### src/rtl/alarm_pkg.sv
// Shared types for the alarm controller: FSM state, BCD time word and the
// load-validity rule for a 24-hour HH:MM alarm.
package alarm_pkg;

    typedef enum logic [1:0] {
        OFF    = 2'd0,
        ARMED  = 2'd1,
        RING   = 2'd2,
        SNOOZE = 2'd3
    } alarm_state_t;

    typedef struct packed {
        logic [3:0] hourdec;
        logic [3:0] hourone;
        logic [3:0] mindec;
        logic [3:0] minone;
    } bcd_time_t;

    localparam int         CNT_W   = 4;
    localparam logic [3:0] CNT_MAX = 4'hF;

    function automatic logic bcd_time_valid(input bcd_time_t t);
        logic ok;
        ok = (t.hourdec <= 4'd2) && (t.hourone <= 4'd9) &&
             (t.mindec  <= 4'd5) && (t.minone  <= 4'd9);
        // Hours 24..29 are not a time of day.
        if ((t.hourdec == 4'd2) && (t.hourone > 4'd3))
            ok = 1'b0;
        return ok;
    endfunction

endpackage

### src/rtl/alarm_minute_tick.sv
// Minute tick from the watch counter: one cycle high whenever the minute-ones
// digit differs from the value seen on the previous clock.
module alarm_minute_tick (
    input  logic       clk,
    input  logic       rstn,
    input  logic [3:0] minone_now,
    output logic       minute_tick
);

    logic [3:0] minone_q;

    always_ff @(posedge clk or negedge rstn) begin
        if (!rstn)
            minone_q <= 4'd0;
        else
            minone_q <= minone_now;
    end

    assign minute_tick = (minone_now != minone_q);

endmodule

### src/rtl/alarm_match_ctrl.sv
// Alarm controller: stores a validated alarm time, detects the rising edge of
// time==alarm, and runs OFF/ARMED/RING/SNOOZE with minute-based timeouts.
module alarm_match_ctrl
    import alarm_pkg::*;
#(
    parameter int SNOOZE_MIN = 5,
    parameter int RING_MIN   = 2
) (
    input  logic       clk,
    input  logic       rstn,
    input  logic [3:0] hourdec_now,
    input  logic [3:0] hourone_now,
    input  logic [3:0] mindec_now,
    input  logic [3:0] minone_now,
    input  logic       alarm_load,
    input  logic [3:0] alarm_hourdec_in,
    input  logic [3:0] alarm_hourone_in,
    input  logic [3:0] alarm_mindec_in,
    input  logic [3:0] alarm_minone_in,
    input  logic       arm_en,
    input  logic       snooze_btn,
    input  logic       stop_btn,
    output logic [3:0] alarm_hourdec,
    output logic [3:0] alarm_hourone,
    output logic [3:0] alarm_mindec,
    output logic [3:0] alarm_minone,
    output logic       sound_en,
    output logic       snoozing,
    output logic       load_err
);

    localparam logic [CNT_W-1:0] SNOOZE_INIT = CNT_W'(SNOOZE_MIN);
    localparam logic [CNT_W-1:0] RING_LAST   = CNT_W'(RING_MIN - 1);

    alarm_state_t      state_q, state_d;
    logic [CNT_W-1:0]  ring_cnt_q, ring_cnt_d;
    logic [CNT_W-1:0]  snooze_cnt_q, snooze_cnt_d;
    logic              sound_en_q, sound_en_d;
    logic              snoozing_q, snoozing_d;
    bcd_time_t         alarm_q, alarm_in, now;
    logic              load_err_q;
    logic              match, match_q, match_edge;
    logic              minute_tick;

    assign now      = '{hourdec: hourdec_now, hourone: hourone_now,
                        mindec: mindec_now, minone: minone_now};
    assign alarm_in = '{hourdec: alarm_hourdec_in, hourone: alarm_hourone_in,
                        mindec: alarm_mindec_in, minone: alarm_minone_in};

    assign match      = (now == alarm_q);
    assign match_edge = match & ~match_q;

    alarm_minute_tick u_tick (
        .clk         (clk),
        .rstn        (rstn),
        .minone_now  (minone_now),
        .minute_tick (minute_tick)
    );

    // Alarm storage and match history run independently of the FSM.
    always_ff @(posedge clk or negedge rstn) begin
        if (!rstn) begin
            alarm_q    <= '0;
            load_err_q <= 1'b0;
            match_q    <= 1'b0;
        end else begin
            match_q    <= match;
            load_err_q <= alarm_load & ~bcd_time_valid(alarm_in);
            if (alarm_load && bcd_time_valid(alarm_in))
                alarm_q <= alarm_in;
        end
    end

    always_ff @(posedge clk or negedge rstn) begin
        if (!rstn) begin
            state_q      <= OFF;
            ring_cnt_q   <= '0;
            snooze_cnt_q <= '0;
            sound_en_q   <= 1'b0;
            snoozing_q   <= 1'b0;
        end else begin
            state_q      <= state_d;
            ring_cnt_q   <= ring_cnt_d;
            snooze_cnt_q <= snooze_cnt_d;
            sound_en_q   <= sound_en_d;
            snoozing_q   <= snoozing_d;
        end
    end

    always_comb begin
        state_d      = state_q;
        ring_cnt_d   = ring_cnt_q;
        snooze_cnt_d = snooze_cnt_q;
        if (!arm_en) begin
            state_d = OFF;
        end else begin
            case (state_q)
                OFF:   state_d = ARMED;
                ARMED: begin
                    if (match_edge) begin
                        state_d    = RING;
                        ring_cnt_d = '0;
                    end
                end
                RING: begin
                    if (stop_btn) begin
                        state_d = ARMED;
                    end else if (snooze_btn) begin
                        state_d      = SNOOZE;
                        snooze_cnt_d = SNOOZE_INIT;
                    end else if (minute_tick) begin
                        if (ring_cnt_q == RING_LAST)
                            state_d = ARMED;
                        else if (ring_cnt_q != CNT_MAX)
                            ring_cnt_d = ring_cnt_q + 1'b1;
                    end
                end
                SNOOZE: begin
                    if (stop_btn) begin
                        state_d = ARMED;
                    end else if (minute_tick) begin
                        if (snooze_cnt_q == 4'd1) begin
                            state_d      = RING;
                            ring_cnt_d   = '0;
                            snooze_cnt_d = '0;
                        end else if (snooze_cnt_q != '0) begin
                            snooze_cnt_d = snooze_cnt_q - 1'b1;
                        end
                    end
                end
                default: state_d = OFF;
            endcase
        end
    end

    // Outputs decode the next state so the registered copies track state_q.
    always_comb begin
        sound_en_d = (state_d == RING);
        snoozing_d = (state_d == SNOOZE);
    end

    assign sound_en      = sound_en_q;
    assign snoozing      = snoozing_q;
    assign load_err      = load_err_q;
    assign alarm_hourdec = alarm_q.hourdec;
    assign alarm_hourone = alarm_q.hourone;
    assign alarm_mindec  = alarm_q.mindec;
    assign alarm_minone  = alarm_q.minone;

endmodule

### config.mk
export PLATFORM = sky130hd
export DESIGN_NAME = alarm_match_ctrl
export DESIGN_NICKNAME = d
export VERILOG_FILES = /design/src/rtl/alarm_pkg.sv /design/src/rtl/alarm_minute_tick.sv /design/src/rtl/alarm_match_ctrl.sv
export SDC_FILE = /design/constraint.sdc
export NUM_CORES = 1
export LEC_CHECK = 0
export BUFFER_PORTS_ARGS = -buffer_cell sky130_fd_sc_hd__buf_2
export CORE_MARGIN = 1
export CORE_UTILIZATION = 40
export CTS_BUF_LIST = sky130_fd_sc_hd__clkbuf_4
export CTS_CLUSTER_SIZE = 25
export DETAILED_ROUTE_END_ITERATION = 6
export PLACE_DENSITY = 0.69
export SETUP_SLACK_MARGIN = 0.05
export SLEW_MARGIN = 20
export SYNTH_ARGS = -nofsm -noshare
export SYNTH_HDL_FRONTEND = slang
export SYNTH_SLANG_ARGS = --single-unit
### constraint.sdc
create_clock -name clk -period 2.7 [get_ports clk]
set_input_delay 0 -clock clk [delete_from_list [all_inputs] [get_ports clk]]
set_output_delay 0 -clock clk [all_outputs]
set_load 0.02 [all_outputs]
==> flow_metrics.py <==
metrics = {
    "drt": {
        "dr_total_vias": 1396,
        "viasPerCell": 4.95,
        "wl_per_cell_um": 13.6,
        "drc_errors": 0,
        "routed_wirelength_mm": 3.84,
        "drtAntennaViolNets": 0,
        "initialDrtViolationCount": 60,
        "drt_first_pass_iters": 4,
    },
    "layout": {
        "drive_above_1_share_pct": 35.3,
        "nets": 274,
        "syn2layout_area_growth_pct": 33.5,
        "n_antenna_cell": 0,
        "fin_area_mm2": 0.00231,
    },
    "critical_path": {
        "cp.required_ns": 2.93,
        "cp_max_fo": 4,
        "critPathCaptureType": "flop",
        "path_class": "reg -> reg",
        "cp-start-kind": "flop",
        "crit_arrival_ns": 2.34,
    },
    "flow_run": {
        "max-cap-violations": 0,
    },
    "clock_tree": {
        "clk_pin_slew_worst_paths_ns": 0.11,
        "cts-root-buf": "clkbuf_4",
        "insertion_delay_ns": 0.34,
        "htreeDepth": 2,
        "cts_tree": "yes",
        "post_cts_buffers": 0,
        "cts_num_sinks": 34,
        "clock_path_buffers": 2,
        "cts_made_buffers": 5,
    },
    "die": {
        "std_cell_rows": 23,
        "die_area_mm2": 0.00460,
        "fp.dieH_um": 67.8,
        "coreArea_mm2": 0.00409,
        "ioPinCount": 57,
        "start_util_pct": 42.4,
        "die_x_um": 67.8,
    },
    "power": {
        "ir_drop_uv": 298,
        "powerDensity_mw_per_mm2": 492,
        "leakage_nw": 1.12,
    },
    "sta": {
        "finalClockSkew_ns": 0.0169,
        "max_slew_margin_pct": 49.4,
        "setup_violations": 0,
        "fin_ws_ns": 0.593,
        "worstMarginPinSlew_ns": 0.759,
        "fin_hold_ws_ns": 0.0313,
        "fmax_ghz": 0.475,
        "fin_crit_ns": 2.11,
        "slew_violations": 0,
        "hold_violations": 0,
        "rsz0062_at_grt": "no",
        "period_share_pct": 78.0,
        "fin_setup_tns_ns": 0,
    },
    "synthesis": {
        "ys_top_cells_by_count": "dfrtp_1, xnor2_1, mux2_2",
        "synth_cells": 151,
        "ys_types": 39,
        "syn_nets": 194,
        "ys.flop_type": "dfrtp_1",
        "netlist_top_cells_area": "dfrtp_1, xnor2_1, mux2_2",
        "muxShareOfSynthArea_pct": 9.10,
        "yosys_register_bits": 34,
        "synth_fa_ha_area_share_pct": 3.61,
        "yosysMostFrequentCell": "dfrtp_1",
        "synth_top_area_share_pct": 49.1,
        "post-synth-top-area-cell": "dfrtp_1",
        "synth_edf_count": 0,
        "syn_area_per_cell_um2": 11.5,
        "synth_top_family_by_area": "simple AND/OR/NAND/NOR gates",
        "synth_xor_xnor_area_share_pct": 10.1,
        "netlist_area_mm2": 0.00173,
        "postSynth.asyncResetShare_pct": 100,
        "seq_area_frac_synth_pct": 49.1,
        "yosys.area_share.simple_pct": 14.9,
        "synth_compound_area_share_pct": 10.5,
        "ys_warn_count": 0,
    },
    "global_routing": {
        "antenna_found_initial": 0,
        "grt-ovfl-total": 0,
        "grt_pass1_wl_mm": 6.15,
        "grt_pass1_vias": 1359,
        "grt_max_degree": 35,
        "grt_use_total_pct": 18.6,
    },
    "placement": {
        "placed_area_mm2": 0.00206,
        "place_congestion": 0.840,
        "pre_cts_slack_ns": 0.608,
        "dp.final_hpwl_mm": 2.64,
        "placement.io_buffers": 56,
    },
    "status": {
        "status": "completed",
    },
    "worst_hold_path": {
        "worstHoldPathType": "in -> reg",
    },
}
-- path summary, 6_finish.rpt --
path / startpoint / endpoint / slack, ns / cells after the start
setup / recovery: snooze_cnt_q[1] / ring_cnt_q[2] / 0.59 / 8
max in group asynchronous: rstn / alarm_minone[0] / 1.96 / 2
hold reg to reg: snooze_cnt_q[1] / snooze_cnt_q[1] / 0.53 / 2
hold / removal: hourdec_now[2] / match_q / 0.03 / 4
min in group asynchronous: rstn / alarm_hourdec[3] / 0.26 / 2
setup reg to reg: snooze_cnt_q[1] / ring_cnt_q[2] / 0.59 / 8
-- routing by layer --
layer  vias to the layer above  global-route usage (%)  share of wire (%)
met5                         -                       0                  0
met4                         0                    7.03                1.5
met3                         6                    6.50                5.9
met2                        47                    29.8                 47
met1                       644                    23.0                 46
li1                        699                       -                  -
-- worst max-delay path, stage by stage (launching register included) --
cell      delay [ns]
dfrtp_1         0.41
inv_1           0.10
ha_1            0.16
or3b_4          0.39
nor2_1          0.10
a21oi_1         0.08
nand3b_1        0.22
or2_4           0.27
a221o_1         0.29
-- sequential cells by signal, indices dropped and copies added (netlist names) --
name	flops
alarm_mindec	4
state_q	2
alarm_minone	4
snooze_cnt_q	4
u_tick.minone_q	4
ring_cnt_q	4
match_q	1
alarm_hourone	4
load_err	1
sound_en	1
alarm_hourdec	4
snoozing	1
-- cells by family after synthesis --
| kind of cell | count (synthesis) |
|---|---|
| AOI/OAI and AO/OA | 26 |
| xor gates and xnor gates | 20 |
| adders and majority gates | 5 |
| buffers and inverters | 11 |
| DFF | 34 |
| muxes | 14 |
| and+or+nand+nor | 41 |
-- layout make-up --
type	instances	area, um2
tap	50	62.6
clock buffer	5	37.5
inverter	8	30.0
multi-input combinational	106	836
fill	363	1770
clock inverter	3	16.3
timing repair buffer	76	480
sequential	34	851
-- power by group --
group          switching [mW]  internal [mW]  total (mW)
registers              0.0422          0.552       0.594
logic                   0.134          0.137       0.271
clock network           0.176         0.0968       0.272
total                   0.352          0.786        1.14
-- metrics by stage --
stage          util [%]  instances  total power [mW]
6_report           56.6        282              1.14
5_1_grt            56.6        282              1.20
4_1_cts            56.6        282              1.15
3_5_place_dp       50.4        254             0.853
2_1_floorplan         -        151             0.748
3_3_place_gp       50.4        254             0.849
-- cell usage in the layout (no fill, tap or decap), drive strengths merged, types with 2 or more instances in the layout --
| cell type | count |
|---|---|
| nand3 | 4 |
| o221ai | 2 |
| clkinv | 2 |
| o21ai | 8 |
| o31ai | 3 |
| nor3b | 2 |
| ha | 5 |
| nand2 | 4 |
| dfrtp | 34 |
| clkbuf | 5 |
| mux2 | 14 |
| xnor2 | 20 |
| nor2b | 7 |
| a21oi | 4 |
| inv | 8 |
| nor2 | 7 |
| buf | 56 |
| dlygate4sd3 | 20 |
| nand2b | 2 |
| nor4 | 2 |
| nand4 | 6 |
-- timing repair --
item	in CTS	in global routing
gates resized for setup	0	0
endpoints found under the hold margin	56	0
hold buffers	20	0
Note: power is estimated with default switching activity, not from simulation.
